## config.mk

```make
export PLATFORM = sky130hd
export DESIGN_NAME = stream_mux_rr
export DESIGN_NICKNAME = d
export VERILOG_FILES = /design/src/rtl/stream_mux_rr.sv
export SDC_FILE = /design/constraint.sdc
export NUM_CORES = 1
export LEC_CHECK = 0
export CAP_MARGIN = 20
export CORE_MARGIN = 4
export CORE_UTILIZATION = 32
export DETAILED_ROUTE_END_ITERATION = 10
export GPL_TIMING_DRIVEN = 1
export PLACE_DENSITY = 0.76
export REMOVE_ABC_BUFFERS = 1
export SLEW_MARGIN = 40
export SYNTH_ARGS = -nofsm -noshare
export SYNTH_HDL_FRONTEND = slang
export SYNTH_SLANG_ARGS = --single-unit
```

## constraint.sdc

```tcl
create_clock -name clk -period 1.85 [get_ports clk]
set_clock_uncertainty 0.2 [all_clocks]
set_input_delay 0.2775 -clock clk [delete_from_list [all_inputs] [get_ports clk]]
set_output_delay 0.2775 -clock clk [all_outputs]
set_load 0.02 [all_outputs]
```

## src/rtl/stream_mux_rr.sv

```systemverilog
// N:1 valid/ready stream selector with a registered output stage.
// The channel comes from the sel port (MODE=0) or from round-robin arbitration (MODE=1).
module stream_mux_rr #(
    parameter int unsigned WIDTH  = 3,
    parameter int unsigned NUM_CH = 4,
    parameter int unsigned MODE   = 0,
    localparam int unsigned SELW  = $clog2(NUM_CH)
) (
    input  logic                    clk,
    input  logic                    rst,
    input  logic [SELW-1:0]         sel,
    input  logic [NUM_CH*WIDTH-1:0] in_data,
    input  logic [NUM_CH-1:0]       in_valid,
    output logic [NUM_CH-1:0]       in_ready,
    output logic [WIDTH-1:0]        out_data,
    output logic [SELW-1:0]         out_ch,
    output logic                    out_valid,
    input  logic                    out_ready,
    output logic                    sel_err
);

    typedef enum logic {
        EMPTY = 1'b0,
        FULL  = 1'b1
    } state_t;

    state_t          state;
    logic [SELW-1:0] last;
    logic            load_en;
    logic            pick_vld;
    logic [SELW-1:0] pick;
    logic [SELW-1:0] cand;
    logic [WIDTH-1:0] pick_data;
    logic            sel_bad;

    assign load_en   = (state == EMPTY) || out_ready;
    assign out_valid = (state == FULL);

    // Channel choice. In round-robin mode the loop runs from the farthest candidate
    // to the nearest, so the first valid channel after last is the one that remains.
    always_comb begin
        sel_bad  = 1'b0;
        pick_vld = 1'b0;
        pick     = '0;
        cand     = '0;
        if (MODE == 0) begin
            sel_bad = (32'(sel) >= NUM_CH);
            if (!sel_bad) begin
                pick     = sel;
                pick_vld = in_valid[sel];
            end
        end else begin
            for (int unsigned k = NUM_CH; k >= 1; k--) begin
                cand = SELW'((32'(last) + k) % NUM_CH);
                if (in_valid[cand]) begin
                    pick_vld = 1'b1;
                    pick     = cand;
                end
            end
        end
    end

    always_comb begin
        pick_data = '0;
        in_ready  = '0;
        for (int unsigned i = 0; i < NUM_CH; i++) begin
            if (pick == SELW'(i)) begin
                pick_data   = in_data[i*WIDTH +: WIDTH];
                in_ready[i] = !rst && load_en && pick_vld;
            end
        end
    end

    // Output register: load on a grant, drain when consumed with no grant.
    always_ff @(posedge clk) begin
        if (rst) begin
            state    <= EMPTY;
            out_data <= '0;
            out_ch   <= '0;
            sel_err  <= 1'b0;
            last     <= SELW'(NUM_CH - 1);
        end else begin
            sel_err <= load_en && sel_bad;
            if (load_en) begin
                if (pick_vld) begin
                    state    <= FULL;
                    out_data <= pick_data;
                    out_ch   <= pick;
                    if (MODE != 0) begin
                        last <= pick;
                    end
                end else begin
                    state <= EMPTY;
                end
            end
        end
    end

endmodule

```

======== Word level (Yosys, flattened, before mapping) ========
Cells that the tools add are included.
word-level totals
  bits of input ports ..................... 21
  output and inout port bits .............. 11
  logic and storage cells ................. 25
  flip-flop bits (word level) ............. 6
operators by class
  bitwise gates (word level) .............. 1
  mux-type cells .......................... 11
  $lt $le $gt $ge ......................... 1
  equality and inequality tests ........... 3
  reductions and logical operators ........ 6
operators by type and width
  operator              count
  $mux W3               4
  $mux W1               6
  $eq A2 B2 Y1 const B  2
  $lt A2 B3 Y1 const B  1
  $bmux W1 S2           1
  $eq A2 B1 Y1 const B  1
  $logic_and A1 B1 Y1   2
  $logic_not A2 Y1      1
  $reduce_and A2 Y1     1
  $logic_not A1 Y1      1
  $logic_or A1 B1 Y1    1
  $not A1 Y1            1

======== Depth between registers and ports, before layout ========
  depth in word-level cells ............... 5
  mapped depth ............................ 6
  gate-level depth less buffers ........... 4

======== Worst setup path before layout ========
Ideal clock, no wire load.
  kind .................................... input to output
  start point ............................. in sel[1]
  end point ............................... out in_ready[3]
  buffers on the path ..................... 1
  slack ................................... -0.176 ns
  data arrival time ....................... 1.548 ns
  stages .................................. 4
  data required time ...................... 1.372 ns
  cells stage by stage .................... buf_6 mux2_2 nand3_1 nor4b_1
between the ends
  word-level cells in the longest chain between the ends .. 4
  elaborated cells on any way between the ends .. 5
  classes of those cells .................. eq/ne: 1; mux: 3; reduce/logical: 1
RTL lines
  item                           line  text
  start, declared                11    input logic [SELW-1:0] sel,
  $bmux W1 S2                    50    pick_vld = in_valid[sel];
  $mux W1 (implied by the code)  50
  $logic_and A1 B1 Y1            69    in_ready[i] = !rst && load_en && pick_vld;
  $mux W1 *                      67    if (pick == SELW'(i)) begin
  end, declared                  14    output logic [NUM_CH-1:0] in_ready,
Every way passes the cells marked *; elsewhere a longest branch is shown, timed or not. The select of a mux whose other input is x is not followed.

======== Worst setup path after layout ========
  start point ............................. reg state (netlist: out_valid)
  end point ............................... out in_ready[2]
between the ends
  word-level cells in the longest chain between the ends .. 5
RTL lines
  item                               line  text
  start, declared                    27    state_t state;
  start signal, assigned             77    state <= EMPTY;
  start signal, assigned             86    state <= FULL;
  start signal, assigned             93    state <= EMPTY;
  $not A1 Y1                         36    assign load_en = (state == EMPTY) || out_ready;
  $logic_or A1 B1 Y1                 36
  $logic_and A1 B1 Y1 (2 in series)  69
  $mux W1                            67
No other way between the ends.

==> results_dict.tcl <==
set metrics [dict create \
    status "finished, violations left" \
    violations "setup timing" \
    synth.distinct_cells 25 \
    required_ns 1.37 \
    die_y_um 45.0 \
    cts_tree "yes" \
    fin_area_um2 873 \
    portBuffers 30 \
    wl_mm 1.39 \
    synth_top_family_by_area "simple AND/OR/NAND/NOR gates" \
    crit_buf_inv 1 \
    area_growth_pct 98.9 \
    setup.worst_path.end_class "output port" \
    worst_slack_ns -0.0519 \
    place_inst 95 \
    synthAdderAreaFrac_pct 0 \
    final_max_slew_viol_count 0 \
    synth-seq-cells 6 \
    hold_class "flop to flop" \
    die_w_um 45.0 \
    grt_pass1_vias 511 \
    place_ws_ns -0.771 \
    routed_via_density 4.94 \
    max-vdd-ir-drop_mv 0.198 \
    slowest_delay_ns 0.36 \
    power.density_mw_per_mm2 515 \
    rsz0062_at_grt "yes" \
    die-area_mm2 0.00203 \
    start_util_pct 33.7 \
    via_count 494 \
    syn_inst 45 \
    clk_latency_ns 0.24 \
    crit_fanout 3 \
    routabilityCongestion 0.789 \
    post_drt_wl_per_cell_um 13.9 \
    fmax_mhz 526 \
    yosysWarnings 0 \
    fin_cells 100 \
    avgSynthCellArea_um2 9.76 \
    synth-xor-area-share_pct 0 \
    finish.utilization_pct 67.1 \
    clk_pin_slew_ns 0.05 \
    grt_pass1_wl_mm 2.04 \
    setup_viol_count_final 2 \
    finalNetCount 108 \
    worstPathCellList "nor2b_4 -> or3_4 -> nor4b_4 -> buf_4" \
    fillCellCount 113 \
    max_cap_viol_count 0 \
    synth_compound_area_share_pct 13.4 \
    synth-simple-area-share_pct 25.9 \
    leakagePower_nw 0.386 \
    worstSetupStartpointType "flop" \
    hold_buffers 0 \
    placedInstanceArea_um2 795 \
    drtPass1Iterations 4 \
    clk_path_buf_depth 2 \
    antenna_found_initial 0 \
    critPathArrivalTime_ns 1.42 \
    ios 32 \
    coreArea_mm2 0.00130 \
    ys_seq_area_share_pct 27.4 \
    hold_viol 0 \
    crit_slowest_cell "or3_4" \
    rows 13 \
    overflow 0 \
    critPathKind "flop to output port" \
    grt_usage_pct 14.0 \
    grt_max_degree 10 \
    drt_iter0_drc 3 \
    htree_levels 1 \
    period_needed_ns 1.90 \
    ant_nets 0 \
    post-route-period-util_pct 103 \
    setup-tns-final_ns -0.0640 \
    dp_hpwl_mm 1.02 \
    cts_buffers 3 \
    cts.sinks 6 \
    cts_root_buf "clkbuf_4" \
    synth_area_um2 439 \
    critical_path.top_delay_family "simple AND/OR/NAND/NOR gates" \
    layout-drive-gt1-share_pct 37.6 \
    n_antenna_cell 0 \
    synthMuxAreaShare_pct 22.8 \
    drc 0 \
]
==> cell usage after synthesis <==
master	n	area (µm²)
nor4b_4	1	23.8
nor2_1	1	3.75
nor4b_1	1	8.76
nor2b_1	1	6.26
a21oi_2	1	8.76
buf_2	1	5.00
buf_1	1	3.75
dfxtp_1	6	120
nor3_1	1	5.00
nor4_2	1	12.5
and3_1	1	6.26
a21oi_1	5	25.0
buf_4	1	7.51
nand2b_1	1	6.26
or3_1	1	6.26
nor4_1	1	6.26
mux2_2	1	11.3
mux4_1	3	78.8
o21ai_0	5	25.0
nand2_1	1	3.75
conb_1	1	3.75
buf_6	2	22.5
mux2i_1	1	10.0
nand3_1	5	25.0
inv_1	1	3.75
==> worst register-to-register path: stages, from the launching register on <==
cell and delay (ns):
dfxtp_2 0.32, nor2b_4 0.12, or3_4 0.36, buf_4 0.17, a21oi_2 0.12, nor2_1 0.04
==> placed cells by master, fill, tap and decap left out, types with 2 or more instances in the layout <==
cell type and instances:
dlymetal6s2s_1 3, dlygate4sd2_1 3, buf_2 2, nand3_1 4
buf_4 13, a21oi_1 5, o21ai_0 5, clkbuf_4 3
mux4_1 3, clkdlybuf4s50_1 19, dfxtp_1 5, nor4_2 2
==> metrics by stage <==
stage / hold slack [ns] / total power [mW]
6_report: 0.257 / 0.449
5_1_grt: 0.274 / 0.470
4_1_cts: 0.260 / 0.444
3_5_place_dp: 0.255 / 0.313
3_3_place_gp: 0.253 / 0.309
2_1_floorplan: 0.147 / 0.209
==> layer usage <==
layer / global-route usage [%] / part of all wire, %
met1: 13.7 / 37
met2: 25.4 / 55
met3: 2.79 / 6.4
met4: 10.5 / 1.0
met5: 0 / 0
==> sequential cells by signal (all words and copies together) (netlist names) <==
register / flops
out_ch: 2
out_valid: 1
out_data: 3
==> report_power, final <==
group	internal [mW]	total [mW]	switching, mW
Combinational	0.106	0.180	0.0745
Clock	0.0735	0.122	0.0489
Sequential	0.141	0.147	0.00586
==> cell families after synthesis <==
kind of cell | after synthesis
other cells | 1
buf+inv | 6
flops | 6
compound gates | 11
simple gates | 16
mux | 5
==> layout make-up <==
| cell class | count | area [µm²] | area share (%) |
|---|---|---|---|
| clock buffers | 3 | 22.5 | 2.58 |
| inverters | 1 | 3.75 | 0.430 |
| multi-input cells | 33 | 329 | 37.7 |
| flip-flops and latches | 6 | 121 | 13.9 |
| well taps | 15 | 18.8 | 2.15 |
| repair buffers | 42 | 378 | 43.3 |
==> final timing paths <==
kind	depth (start not counted)	slack, ns	from	endpoint
max	4	-0.05	out_valid	in_ready[2]
min	2	0.26	out_data[2]	out_data[2]
max reg2reg	5	0.41	out_valid	out_ch[0]
min reg2reg	2	0.26	out_data[2]	out_data[2]
==> what timing repair did <==
action	4_1_cts	5_1_grt
resized for setup	32	10
pin swaps	3	5
setup buffers	2	1
endpoints found under the setup margin	4	6
Power figures use the tool's default switching activity.
